===== src/rtl/sysarr_out_fifo_drain.sv =====
// ---------------------------------------------------------------------------
// sysarr_out_fifo_drain
//
// Output buffer for one systolic-array output column. Each cycle it can
// capture one DW-bit result into a DEPTH-entry shift register, where
// entry 0 is the newest word. All entries are visible in parallel. The
// buffer tracks how many entries are valid and offers a ready/valid drain
// port that pops the oldest valid entry, entry[count-1].
//
// Ports:
//   clk          rising-edge clock
//   nRST         asynchronous active-low reset
//   shift        push shift_value this cycle
//   shift_value  data word from the array edge
//   clear        synchronous flush; overrides shift and drain_ready
//   drain_ready  consumer accepts drain_data this cycle
//   drain_valid  oldest entry available (count != 0)
//   drain_data   oldest valid entry, or 0 when the buffer is empty
//   out          parallel view, out[DW*i +: DW] = entry[i]
//   valid_mask   bit i is set when i < count
//   count        occupancy, 0..DEPTH
//   full         count == DEPTH
//   empty        count == 0
//   overflow     sticky; set by a push while full that has no pop
// ---------------------------------------------------------------------------
module sysarr_out_fifo_drain #(
    parameter  int DW    = 16,
    parameter  int DEPTH = 4,
    localparam int CW    = $clog2(DEPTH + 1)
) (
    input  logic                  clk,
    input  logic                  nRST,
    input  logic                  shift,
    input  logic [DW-1:0]         shift_value,
    input  logic                  clear,
    input  logic                  drain_ready,
    output logic                  drain_valid,
    output logic [DW-1:0]         drain_data,
    output logic [DW*DEPTH-1:0]   out,
    output logic [DEPTH-1:0]      valid_mask,
    output logic [CW-1:0]         count,
    output logic                  full,
    output logic                  empty,
    output logic                  overflow
);

    localparam logic [CW-1:0] DEPTH_C = CW'(DEPTH);
    localparam logic [CW-1:0] ONE_C   = CW'(1);

    logic [DW-1:0]    entry_r [DEPTH];
    logic [CW-1:0]    count_r;
    logic             overflow_r;

    logic             pop_s;
    logic             nonempty_s;
    logic [DW-1:0]    drain_data_s;
    logic [DEPTH-1:0] valid_mask_s;

    assign nonempty_s = (count_r != '0);
    // A pop needs something to pop. When the buffer is empty, a push in the
    // same cycle is not a bypass, so the new word is not popped.
    assign pop_s      = nonempty_s & drain_ready;

    // Storage, occupancy and the sticky overflow flag.
    always_ff @(posedge clk or negedge nRST) begin
        if (!nRST) begin
            for (int i = 0; i < DEPTH; i++) begin
                entry_r[i] <= '0;
            end
            count_r    <= '0;
            overflow_r <= 1'b0;
        end else if (clear) begin
            for (int i = 0; i < DEPTH; i++) begin
                entry_r[i] <= '0;
            end
            count_r    <= '0;
            overflow_r <= 1'b0;
        end else begin
            if (shift) begin
                entry_r[0] <= shift_value;
                for (int i = 1; i < DEPTH; i++) begin
                    entry_r[i] <= entry_r[i-1];
                end
            end
            // A push together with a pop leaves count unchanged. The popped
            // word was entry[count-1] before the shift, so nothing valid is
            // lost, even when the buffer is full.
            if (shift && !pop_s) begin
                if (count_r == DEPTH_C) begin
                    overflow_r <= 1'b1;
                end else begin
                    count_r <= count_r + ONE_C;
                end
            end else if (!shift && pop_s) begin
                count_r <= count_r - ONE_C;
            end
        end
    end

    // Oldest-entry mux. The result stays 0 when no entry is valid.
    always_comb begin
        drain_data_s = '0;
        for (int i = 0; i < DEPTH; i++) begin
            if (count_r == CW'(i + 1)) begin
                drain_data_s = entry_r[i];
            end else begin
                drain_data_s = drain_data_s;
            end
        end
    end

    // Thermometer mask of valid entries.
    always_comb begin
        valid_mask_s = '0;
        for (int i = 0; i < DEPTH; i++) begin
            valid_mask_s[i] = (CW'(i) < count_r);
        end
    end

    genvar g;
    generate
        for (g = 0; g < DEPTH; g++) begin : g_out
            assign out[DW*g +: DW] = entry_r[g];
        end
    endgenerate

    assign drain_valid = nonempty_s;
    assign drain_data  = drain_data_s;
    assign valid_mask  = valid_mask_s;
    assign count       = count_r;
    assign full        = (count_r == DEPTH_C);
    assign empty       = ~nonempty_s;
    assign overflow    = overflow_r;

endmodule


===== config.mk =====
export PLATFORM = sky130hd
export DESIGN_NAME = sysarr_out_fifo_drain
export DESIGN_NICKNAME = d
export VERILOG_FILES = /design/src/rtl/sysarr_out_fifo_drain.sv
export SDC_FILE = /design/constraint.sdc
export NUM_CORES = 1
export LEC_CHECK = 0
export CORE_MARGIN = 2
export CORE_UTILIZATION = 47
export DETAILED_ROUTE_END_ITERATION = 6
export GPL_TIMING_DRIVEN = 1
export PLACE_DENSITY_LB_ADDON = 0.25
export SYNTH_ARGS = -nofsm -noshare
export SYNTH_HDL_FRONTEND = slang
export SYNTH_SLANG_ARGS = --single-unit
export TNS_END_PERCENT = 100

===== constraint.sdc =====
create_clock -name clk -period 2.45 [get_ports clk]
set_clock_uncertainty 0.1 [all_clocks]
set_input_delay 0.3675 -clock clk [delete_from_list [all_inputs] [get_ports clk]]
set_output_delay 0.3675 -clock clk [all_outputs]
set_load 0.02 [all_outputs]

Word-level counts from Yosys, hierarchy flattened
Index checks and enable logic that the tools add are counted. Widths: inputs -> output; s select.

Register bits after elaboration: 68. Word-level logic and storage cells: 43. Output and inout port bits: 91. Bits of input ports: 21.

Mux-type cells: 13. Eq/ne operators: 5. Order comparisons: 4. Reduce and logical (&&, ||, !) cells: 11. $add $sub $neg: 2. Bitwise operators: 2.

Operator list (count): $mux 64 (2); $mux 16 (4); $mux 3 (4); $eq 3x2->1 const B (2); $lt 1x3->1 const A (2); $lt 2x3->1 const A (2); $reduce_bool 2->1 (3); $reduce_bool 3->1 (2); $reduce_and 2->1 (2); $add 3x1->3 const B (1); $eq 3x1->1 const B (1); $eq 3x3->1 const B (1); $mux 1 (3); $ne 3x3->1 const B (1); $sub 3x1->3 const B (1); $logic_and 1x1->1 (2); $logic_not 1->1 (2); $and 1x1->1 (1); $not 1->1 (1).

Logic depth before layout (Yosys ltp)
Depth after elaboration: 6. Mapped depth: 8. Gate-level depth less buffers: 7.

Worst setup path before layout
OpenSTA, ideal clock, no wires.

Kind: register to output. From: register count_r[0] (netlist: count[0]). To: output drain_data[10]. Required time: 1.982 ns. Setup slack: 0.154 ns. Arrival: 1.828 ns. Path buffers: 2. Cell stages (with the launch flop): 8. Cell sequence: dfrtp_1 -> inv_1 -> ha_1 -> buf_2 -> buf_1 -> a21oi_1 -> o21ai_1 -> a221o_1.

Longest elaborated chain between the ends: 5. Elaborated cells between the ends (all ways): 8. Those cells by class: 4 x eq/ne; 4 x mux.

RTL lines: from (decl) (RTL line 51) `logic [CW-1:0] count_r;`; from (signal assigned) (RTL line 92) `count_r <= count_r + ONE_C;`; from (signal assigned) (RTL line 95) `count_r <= count_r - ONE_C;`; $eq 3x1->1 (RTL line 104) `if (count_r == CW'(i + 1)) begin`; $mux 16 (3 in series) (RTL line 104); $mux 16 (*) (RTL line 104); to (decl) (RTL line 38) `output logic [DW-1:0] drain_data,`.

Every way passes the cells marked *; elsewhere a longest branch is shown, timed or not.

Final worst setup path
From: register count_r[1] (netlist: count[1]). To: output drain_data[9].

Same word-level chain as after synthesis.

==> results.tsv <==
metric	value	unit
CTS max path bufs	2	
Req. time, crit path	1.98	ns
global-route wire length before repair	15920	µm
fin worst setup slack	-0.04189	ns
Pre-antenna DRT Iters	4	
core area	7331	µm²
most common cell in the netlist	nor2_1	
n_diodes	0	
Root Driver	clkbuf_8	
Vert. Die Dim	91.55	µm
DRC viols	0	
P&R area growth vs syn	50.30	%
DR vias/cell	5.488	
Avg Inst Size Synth	10.09	µm²
CP max stage delay	0.39	ns
Worst VDD drop	0.0007179	V
Worst Reg-to-Reg Cells	8	
cells after synthesis	357	
most frequent cells after synthesis	nor2_1, dfrtp_1, mux2i_1	
antenna violations before repair	0	
Synth top area share	47.24	%
CP startpoint kind	register	
GP Congestion	0.7953	
total track usage	24.09	%
Initial Util	49.14	%
dominant cells by area after synthesis	dfrtp_1, mux2i_1, nor2_1	
pre-CTS WS	-0.1236	ns
hpwl dp	6485	µm
Warnings, synthesis	0	
site row count	31	
clk sinks	68	
Critical Path Most Common Cell	buf_4	
# IOs	112	
Fin Setup TNS	-0.2488	ns
sequential-to-total area share from yosys stat	47.24	%
RR Startpoint	count[0]$_DFFE_PN0P_	
Clk Latency, worst-skew pair	0.34	ns
total CTS buffers	9	
Pleak	2.623	nW
crit-path cells	buf_4 -> ha_4 -> clkbuf_16 -> buf_4 -> a21oi_2 -> o21ai_1 -> a221o_1 -> buf_6	
RSZ-0062 raised after global routing	true	
DR iter-0 viols	238	
area of the mapped netlist	3602	µm²
Overflow after GRT	0	
H-tree depth	3	
clock slew at reported path FFs	0.07	ns
FF+latch count, synth	68	
min-delay worst type	in -> async	
TritonCTS clock tree	yes	
Syn Nets	383	
worst slew pin tran	0.4365	ns
final non-filler cell total	594	
Critical Path Sink Type	output pin	
Fmax	401.3	MHz
die width	91.55	µm
post-route ant nets	0	
Avg WL per Cell	17.39	µm
vias in the first global route	3085	
critical path arrival	2.02	ns
total number of vias	3260	
nets	518	
total power	3.951	mW
Synth async-reset ratio	100.0	%
Netlist cell types	31	
status	finished with violations	
WHS	0.3295	ns
MaxCap Viol Count	0	
largest area contributor in the netlist	dfrtp_1	
final hold violation count	0	
Total Die Area	8380	µm²
layout cells sized above 1	22.83	%
r2r endpoint	count[1]$_DFFE_PN0P_	
P per Cell Area	729.8	nW/µm²
post-layout minimum cycle time	2.492	ns
Max Slew Vio Count	0	
crit-path max FO	8	
kind of critical path	reg -> out	
Post-synth EDFFs	0	
ys flop type	dfrtp_1	
failing checks	negative setup slack	
Slowest cell on crit path	dfrtp_1	
final wirelength	10330	µm
pin count of the biggest net entering global routing	42	
final period utilization	101.7	%
cell count after placement	564	
r2r setup slk	0.41	ns
relative slew slack	70.90	%
Port Buffers	111	
Setup violations, final	12	
state kept, by name (all words and copies together) (netlist names):
name / count
count: 3
out: 64
overflow: 1
area by class of cell:
cell class	count	area (µm²)
fill	518	1917
clock buffer	13	168.9
sequential	68	1702
clock inverter	1	7.507
multi-input combinational	253	1808
inverter	6	22.52
tap	99	123.9
timing repair buffer	154	1582
power breakdown:
group | internal [mW] | leakage (nW) | switching (mW)
clock | 0.440 | 0.0876 | 0.403
combinational | 0.884 | 1.61 | 0.996
sequential | 1.18 | 0.930 | 0.0528
routing by layer:
metal  up-vias  routed length (µm)  part of all wire, %  GRT usage (%)
li1       1509                   -                    -              -
met1      1614                4296                   42          31.77
met2       127                5183                   50          39.46
met3        10                 682                  6.6          4.896
met5         -                   0                    0              0
met4         0                 166                  1.6          8.333
how the worst max path moves through the flow:
stage | from | end
final | count[1]$_DFFE_PN0P_ | drain_data[9]
after global routing | count[1]$_DFFE_PN0P_ | drain_data[9]
after CTS | count[0]$_DFFE_PN0P_ | drain_data[9]
after detailed placement | count[0]$_DFFE_PN0P_ | drain_data[3]
after global placement | count[0]$_DFFE_PN0P_ | drain_data[15]
after floorplan | count[0]$_DFFE_PN0P_ | drain_data[10]
cells by family after synthesis:
group	after synthesis	synth area share (%)
XOR/XNOR	2	0.4864
AND/OR/NAND/NOR	122	16.43
buffers and inverters	36	4.967
adder cells (fa/ha/maj)	5	1.737
multiplexers	65	18.06
AO/OA/AOI/OAI	59	11.08
flip-flops	68	47.24
timing repair:
item                       in CTS  in global routing
setup buffers                   8                  3
pin swaps                       1                  5
setup endpoints to repair      19                 19
hold endpoints to repair        8                  0
hold buffers                    1                  0
gates resized for setup        84                 50
cloned                          3                  2
cell usage in the layout, fill, tap and decap left out, types with 13 or more instances in the layout:
| cell | instances |
|---|---|
| buf_6 | 20 |
| clkdlybuf4s50_1 | 88 |
| mux2i_1 | 65 |
| nand2_2 | 13 |
| dfrtp_1 | 68 |
| a221o_1 | 16 |
| and3b_1 | 16 |
| buf_4 | 28 |
| nor2_1 | 81 |
worst max-delay path, delay by kind of cell, from the launching register on:
| kind | cells | cell delay, ns |
|---|---|---|
| adders and majority gates | 1 | 0.19 |
| DFF | 1 | 0.39 |
| AOI/OAI and AO/OA | 3 | 0.50 |
| buffers and inverters | 4 | 0.60 |
through the flow:
step	util, %	area, µm²
after floorplan	-	3602
after global placement	66.96	4908
after detailed placement	66.96	4908
after CTS	70.73	5185
after global routing	73.85	5414
final	73.85	5414
Note: power is estimated with default switching activity, not from simulation.
